<file path="src/rtl/nfc_flash_if.sv">
// NAND-flash pin sequencer: drives CLE/ALE/WE#/RE# cycles for command, address and data
// phases; write data is pulled from memory, read data pushed to memory with a ready handshake.
module nfc_flash_if #(
  parameter int DAT_WID = 8,
  parameter int SFR_WID = 8
) (
  input  logic               clk,
  input  logic               rst,
  input  logic [DAT_WID-1:0] nf_din,
  output logic [DAT_WID-1:0] nf_dout,
  output logic               nf_dir,
  output logic               nf_cle,
  output logic               nf_ale,
  output logic               nf_web,
  output logic               nf_reb,
  input  logic               nfc_dat_inv,
  input  logic               nfc_dat_dir,
  input  logic               nfc_cmd_en,
  input  logic [SFR_WID-1:0] nfc_if_cmd,
  input  logic               nfc_addr_en,
  input  logic [31:0]        nfc_col_addr,
  input  logic [31:0]        nfc_row_addr,
  input  logic [5:0]         nfc_addr_cnt,
  input  logic               nfc_dat_en,
  input  logic [13:0]        nfc_dat_cnt,
  input  logic [SFR_WID-1:0] nfc_tconf,
  input  logic [1:0]         nfc_mode,
  output logic               nfif_cmd_done,
  output logic               nfif_addr_done,
  output logic               nfif_dat_done,
  output logic               nfif_dat_rdy,
  input  logic               mem_if_wr,
  input  logic [DAT_WID-1:0] mem_if_din,
  output logic               nfif_data_wr,
  output logic [DAT_WID-1:0] nfif_data_out,
  input  logic               nfif_wr_rdy
);

  localparam logic [2:0] IDLE  = 3'd0;
  localparam logic [2:0] CMD   = 3'd1;
  localparam logic [2:0] ADDR  = 3'd2;
  localparam logic [2:0] WREQ  = 3'd3;
  localparam logic [2:0] WCYC  = 3'd4;
  localparam logic [2:0] RCYC  = 3'd5;
  localparam logic [2:0] RPUSH = 3'd6;
  localparam logic [2:0] DONE  = 3'd7;

  function automatic logic [2:0] clamp4(input logic [2:0] c);
    return (c > 3'd4) ? 3'd4 : c;
  endfunction

  function automatic logic [7:0] addr_byte(input logic [31:0] col, input logic [31:0] row,
                                           input logic [2:0] ncol, input logic [2:0] idx);
    logic [2:0]  k;
    logic [31:0] w;
    if (idx < ncol) begin
      k = idx;
      w = col;
    end else begin
      k = idx - ncol;
      w = row;
    end
    w = w >> {k, 3'b000};
    return w[7:0];
  endfunction

  logic [2:0]         state;
  logic               hi, busy, late, dat_en_q;
  logic [2:0]         tcnt, tl_q, th_q, idx, ncol_q;
  logic [3:0]         ntot_q;
  logic [31:0]        col_q, row_q;
  logic [13:0]        words;
  logic               edo_q, inv_q;
  logic [DAT_WID-1:0] cap;

  logic [2:0]         ncol_in, nrow_in;
  logic [3:0]         ntot_in;
  logic               dat_rise, tdone, last_byte;
  logic [DAT_WID-1:0] inv_mask, rd_word;
  logic               unused_cfg;

  assign ncol_in    = clamp4(nfc_addr_cnt[2:0]);
  assign nrow_in    = clamp4(nfc_addr_cnt[5:3]);
  assign ntot_in    = {1'b0, ncol_in} + {1'b0, nrow_in};
  assign dat_rise   = nfc_dat_en & ~dat_en_q;
  assign tdone      = (tcnt == 3'd0);
  assign last_byte  = (({1'b0, idx} + 4'd1) == ntot_q);
  assign inv_mask   = {DAT_WID{inv_q}};
  assign rd_word    = nf_din ^ inv_mask;
  // Only async SDR exists, so the bus mode is accepted and ignored.
  assign unused_cfg = ^{nfc_mode, nfc_tconf[3]};

  always_ff @(posedge clk or posedge rst) begin
    if (rst) begin
      state          <= IDLE;
      nf_dout        <= '0;
      nf_dir         <= 1'b0;
      nf_cle         <= 1'b0;
      nf_ale         <= 1'b0;
      nf_web         <= 1'b1;
      nf_reb         <= 1'b1;
      nfif_cmd_done  <= 1'b0;
      nfif_addr_done <= 1'b0;
      nfif_dat_done  <= 1'b0;
      nfif_dat_rdy   <= 1'b0;
      nfif_data_wr   <= 1'b0;
      nfif_data_out  <= '0;
      hi             <= 1'b0;
      busy           <= 1'b0;
      late           <= 1'b0;
      dat_en_q       <= 1'b0;
      tcnt           <= '0;
      tl_q           <= '0;
      th_q           <= '0;
      idx            <= '0;
      ncol_q         <= '0;
      ntot_q         <= '0;
      col_q          <= '0;
      row_q          <= '0;
      words          <= '0;
      edo_q          <= 1'b0;
      inv_q          <= 1'b0;
      cap            <= '0;
    end else begin
      nfif_cmd_done  <= 1'b0;
      nfif_addr_done <= 1'b0;
      nfif_dat_done  <= 1'b0;
      nfif_data_wr   <= 1'b0;
      dat_en_q       <= nfc_dat_en;
      case (state)
        IDLE: begin
          tl_q <= nfc_tconf[2:0];
          th_q <= nfc_tconf[6:4];
          hi   <= 1'b0;
          tcnt <= nfc_tconf[2:0];
          if (nfc_cmd_en) begin
            nf_dout <= DAT_WID'(nfc_if_cmd);
            nf_dir  <= 1'b1;
            nf_cle  <= 1'b1;
            nf_web  <= 1'b0;
            state   <= CMD;
          end else if (nfc_addr_en) begin
            col_q  <= nfc_col_addr;
            row_q  <= nfc_row_addr;
            ncol_q <= ncol_in;
            ntot_q <= ntot_in;
            idx    <= '0;
            if (ntot_in == 4'd0) begin
              nfif_addr_done <= 1'b1;
              state          <= DONE;
            end else begin
              nf_dout <= DAT_WID'(addr_byte(nfc_col_addr, nfc_row_addr, ncol_in, 3'd0));
              nf_dir  <= 1'b1;
              nf_ale  <= 1'b1;
              nf_web  <= 1'b0;
              state   <= ADDR;
            end
          end else if (dat_rise) begin
            words <= nfc_dat_cnt;
            inv_q <= nfc_dat_inv;
            edo_q <= nfc_tconf[7];
            busy  <= 1'b0;
            if (nfc_dat_cnt == 14'd0) begin
              nfif_dat_done <= 1'b1;
              state         <= DONE;
            end else if (nfc_dat_dir) begin
              nf_dir       <= 1'b1;
              nfif_dat_rdy <= 1'b1;
              state        <= WREQ;
            end else begin
              state <= RCYC;
            end
          end
        end
        CMD: begin
          if (!tdone) begin
            tcnt <= tcnt - 3'd1;
          end else if (!hi) begin
            nf_web <= 1'b1;
            hi     <= 1'b1;
            tcnt   <= th_q;
          end else begin
            nf_cle        <= 1'b0;
            nf_dir        <= 1'b0;
            nfif_cmd_done <= 1'b1;
            state         <= DONE;
          end
        end
        ADDR: begin
          if (!tdone) begin
            tcnt <= tcnt - 3'd1;
          end else if (!hi) begin
            nf_web <= 1'b1;
            hi     <= 1'b1;
            tcnt   <= th_q;
          end else if (last_byte) begin
            nf_ale         <= 1'b0;
            nf_dir         <= 1'b0;
            nfif_addr_done <= 1'b1;
            state          <= DONE;
          end else begin
            idx     <= idx + 3'd1;
            nf_dout <= DAT_WID'(addr_byte(col_q, row_q, ncol_q, idx + 3'd1));
            nf_web  <= 1'b0;
            hi      <= 1'b0;
            tcnt    <= tl_q;
          end
        end
        WREQ: begin
          if (mem_if_wr) begin
            nf_dout      <= mem_if_din ^ inv_mask;
            nfif_dat_rdy <= 1'b0;
            nf_web       <= 1'b0;
            hi           <= 1'b0;
            tcnt         <= tl_q;
            state        <= WCYC;
          end
        end
        WCYC: begin
          if (!tdone) begin
            tcnt <= tcnt - 3'd1;
          end else if (!hi) begin
            nf_web <= 1'b1;
            hi     <= 1'b1;
            tcnt   <= th_q;
          end else begin
            words <= words - 14'd1;
            if (words == 14'd1) begin
              nf_dir        <= 1'b0;
              nfif_dat_done <= 1'b1;
              state         <= DONE;
            end else begin
              nfif_dat_rdy <= 1'b1;
              state        <= WREQ;
            end
          end
        end
        RCYC: begin
          if (!busy) begin
            if (nfif_wr_rdy) begin
              nf_reb <= 1'b0;
              busy   <= 1'b1;
              hi     <= 1'b0;
              tcnt   <= tl_q;
            end
          end else if (!hi) begin
            if (tdone) begin
              nf_reb <= 1'b1;
              hi     <= 1'b1;
              tcnt   <= th_q;
              late   <= edo_q;
              if (!edo_q) cap <= rd_word;
            end else begin
              tcnt <= tcnt - 3'd1;
            end
          end else begin
            // Late capture lands on the first high clk; with a 1-clk high pulse that is also the push clk.
            if (late) begin
              cap  <= rd_word;
              late <= 1'b0;
            end
            if (tdone) begin
              nfif_data_out <= late ? rd_word : cap;
              nfif_data_wr  <= 1'b1;
              busy          <= 1'b0;
              state         <= RPUSH;
            end else begin
              tcnt <= tcnt - 3'd1;
            end
          end
        end
        RPUSH: begin
          words <= words - 14'd1;
          if (words == 14'd1) begin
            nfif_dat_done <= 1'b1;
            state         <= DONE;
          end else begin
            state <= RCYC;
          end
        end
        DONE:    state <= IDLE;
        default: state <= IDLE;
      endcase
    end
  end

endmodule

</file>
<file path="config.mk">
export PLATFORM = sky130hd
export DESIGN_NAME = nfc_flash_if
export DESIGN_NICKNAME = d
export VERILOG_FILES = /design/src/rtl/nfc_flash_if.sv
export SDC_FILE = /design/constraint.sdc
export NUM_CORES = 1
export LEC_CHECK = 0
export BUFFER_PORTS_ARGS = -buffer_cell sky130_fd_sc_hd__buf_2
export CORE_MARGIN = 3
export CORE_UTILIZATION = 50
export CTS_CLUSTER_SIZE = 30
export DETAILED_ROUTE_END_ITERATION = 10
export PLACE_DENSITY = 0.76
export SYNTH_ARGS = -nofsm -noshare
export SYNTH_HDL_FRONTEND = slang
export SYNTH_SLANG_ARGS = --single-unit
</file>
<file path="constraint.sdc">
create_clock -name clk -period 4.5 [get_ports clk]
set_clock_uncertainty 0.15 [all_clocks]
set_input_delay 0.9 -clock clk [delete_from_list [all_inputs] [get_ports clk]]
set_output_delay 0.9 -clock clk [all_outputs]
set_load 0.005 [all_outputs]
</file>
==> results by group <==
Outcome
  • Status: finished, final reports clean

CTS
  • Clock-pin slew on the worst setup and hold paths: 0.06 ns
  • Htree depth: 4
  • Root Buffer: clkbuf_16
  • Cts hold-fix bufs: 0
  • Post-cts sizing count: 0
  • Max Root-Sink Buffers: 2
  • CTS buffer count: 17
  • Num Clock Sinks: 140
  • Post-CTS Setup Bufs: 0
  • Clk_lat worst skew: 0.43 ns
  • CTS tree: yes

Timing
  • Max-slew headroom: 0.350
  • Worst-Margin Slew: 0.974 ns
  • Unrepaired setup endpoints after global routing: false
  • Sum of negative setup slack: 0 ns
  • # setup viols final: 0
  • Minimum clock period: between 3 and 4 ns
  • Max frequency: 294 MHz
  • Slew Viols, Final: 0
  • Fin. Hold Viols: 0
  • Tcrit/Tclk final: 0.757

Floorplan
  • Boundary pin count: 153
  • CORE AREA: 0.0154 mm^2
  • Die area: 0.0174 mm^2
  • Die Ht: 132 um
  • Chip Width: 132 um
  • FP Rows: 45
  • Initial Util: 0.517

Logic synthesis
  • Post-Syn Area: 0.00795 mm^2
  • Main synth FF type: dfrtp_1
  • Yosys warning count: 0
  • Share of the synthesized area in the top cell type: 0.435
  • Seq/Total Area, Yosys: 0.441
  • Mapped Cells: 745
  • #FFs+latches synth: 140
  • Mapped Nets: 886
  • Post-synth EDFFs: 0
  • Post-synth top area cell: dfrtp_1
  • Top cells by area, synth: dfrtp_1, mux2_2, mux2_4, o21ai_0, mux4_2
  • Fraction of registers with async set/reset: 1.00
  • Library cells used by synthesis: between 70 and 80
  • Post-Synthesis Mean Instance Area: 10.7 um^2

Setup path
  • CP arrival: 3.57 ns
  • Crit start category: flop
  • Crit path required time: roughly 4.7 ns
  • CP peak stage delay: approximately 0.75 ns
  • Critical path class: flop to flop
  • CP Depth: 7
  • Cell Chain, Critical Path: ha_1 > ha_1 > nand3b_1 > nand2_1 > a31oi_1 > o21ai_0 > a22o_1
  • Critical Path Slowest Stage Cell: ha_1
  • R2R cell count: 7
  • WP buf/inv: 0
  • Maximum fanout along the worst path: 12
  • Worst Setup End Kind: flop
  • Delay-heaviest family, CP: compound AO/OA/AOI/OAI gates
  • Cell repeated most along the worst path: ha_1

Placed design
  • Routability cong.: 0.880
  • Area post-placement: 0.00880 mm^2
  • Cells after DPL: 1,067
  • Detailed Place HPWL: between 10,000 and 15,000 um
  • Port bufs: 149

Power and ir drop
  • Pwr/cell area: 730 mW/mm^2
  • Switching portion of total power: 0.392
  • Psw: 2680 uW
  • Clk network pwr share: 0.201
  • P_leak: roughly 0.0043 uW
  • Sequential share of power: 0.334
  • Logic pwr share: 0.465
  • Pint: 4160 uW
  • Overall Power: 6840 uW
  • Peak VDD IR: 0.440 mV

Cells and area
  • Most frequent cells in the layout: buf_2, dfrtp_1, o21ai_0, nor2_1, a21oi_1
  • Number of antenna diodes: 0
  • Area delta synth->final: 17.9%
  • Most common cell after layout, fill and taps aside: buf_2
  • Filler cells: ~1.3k
  • Fraction of layout cells with a size suffix above 1: 0.332
  • Nets: between 1k and 1.5k
  • Fin util: 0.610
  • Post-route cell area: 0.00937 mm^2
  • Post-route insts no fill: 1,099

Routing
  • 1st-iter DRT viols: 536
  • DRT Wirelength: approximately 20,000 um
  • DRC viols: 0
  • WL/cell: 18.3 um
  • DR vias/cell: 5.70
  • Vias: 6,267
  • Final antenna-violating net count: 0
  • DRT Pass-1 Iters: 5

Job
  • Max-cap viol count: 0

Global route
  • Vias in the first global route: 6,258
  • Initial antenna violation count: 0
  • Total gr overflow: 0
  • First-pass GRT wire length: roughly 33,000 um
  • Largest net degree at the start of global routing: 55
  • GRT Overall Usage: 0.237

Hold path
  • Worst hold path cell count: 2
  • Hold WC Path Type: flop to flop
cells in the mapped netlist, drive strengths merged (3+ instances only):
cell type / number
a211oi: 4
a21o: 4
a21oi: 61
a221oi: 8
a22o: 11
a22oi: 4
a31oi: 10
and3: 4
buf: 27
clkbuf: 19
dfrtp: 138
ha: 12
inv: 20
mux2: 77
mux2i: 20
mux4: 16
nand2: 40
nand2b: 13
nand3: 17
nand3b: 3
nand4: 3
nor2: 66
nor2b: 9
nor3: 14
nor3b: 3
nor4: 6
o211ai: 6
o21a: 3
o21ai: 66
o22ai: 7
or2: 3
xnor2: 12
xor2: 10
final cells by class:
class	count	area [um^2]	area share
flip-flops and latches	140	3510	0.374
inverters	21	82.6	0.00881
well taps	211	264	0.0282
clock inverters	15	149	0.0159
multi-input cells	538	4120	0.439
repair buffers	157	831	0.0886
clock buffers	17	425	0.0454
tightest hold or removal path, stage by stage, from the launching register on:
cell	delay (ns)
dfrtp_1	0.34
nand2_1	0.04
o21ai_0	0.06
cells by family (layout without fill, tap and decap cells):
group | count (synthesis) | after routing | synth area share
mux | 113 | 113 | 0.195
flops | 140 | 140 | 0.441
compound gates | 203 | 203 | 0.156
fa+ha+maj | 15 | 15 | 0.0252
buf+inv | 67 | 210 | 0.0419
simple gates | 185 | 185 | 0.117
xor+xnor | 22 | 22 | 0.0242
per-stage QoR:
| stage | hold slack, ns | worst slack, ns |
|---|---|---|
| finish | 0.324 | 1.09 |
| global route | 0.360 | 0.893 |
| CTS | 0.331 | 1.10 |
| detailed placement | 0.317 | 0.841 |
| global placement | 0.310 | 0.953 |
| floorplan | 0.299 | 1.29 |
power by group through the flow:
| stage | Clock (uW) | Combinational (uW) | Sequential (uW) |
|---|---|---|---|
| 6_report | 1380 | 3180 | 2280 |
| 5_1_grt | 1460 | 3510 | 2350 |
| 4_1_cts | 1400 | 3180 | 2280 |
| 3_5_place_dp | 0 | 3170 | 2290 |
| 3_3_place_gp | 0 | 3080 | 2260 |
| 2_1_floorplan | 0 | 2560 | 2100 |
metal layers:
layer	vias to the layer above	track usage	share of wire
met3	26	0.0634	0.067
met2	241	0.380	0.47
li1	2991	-	-
met4	0	0.0735	0.022
met5	-	0	0
met1	3009	0.317	0.44
state kept, by name (all words and copies together), names as in the netlist, 4 cells and up:
name / flops
cap: 8
col_q: 32
nf_dout: 8
nfif_data_out: 8
ntot_q: 4
row_q: 32
words: 14
path summary, 6_finish.rpt:
kind	start	to	slack (ns)
worst min register to register	nfif_data_out[7]$_DFFE_PP0P_	nfif_data_out[7]$_DFFE_PP0P_	0.32
worst max-delay path	idx[1]$_DFFE_PP0P_	nf_dout[1]$_DFFE_PP0P_	1.09
min in group asynchronous	rst	col_q[10]$_DFFE_PP0P_	0.40
max in group asynchronous	rst	row_q[4]$_DFFE_PP0P_	2.89
worst max register to register	idx[1]$_DFFE_PP0P_	nf_dout[1]$_DFFE_PP0P_	1.09
worst min-delay path	nfif_data_out[7]$_DFFE_PP0P_	nfif_data_out[7]$_DFFE_PP0P_	0.32
(Power assumes the default switching activity.)
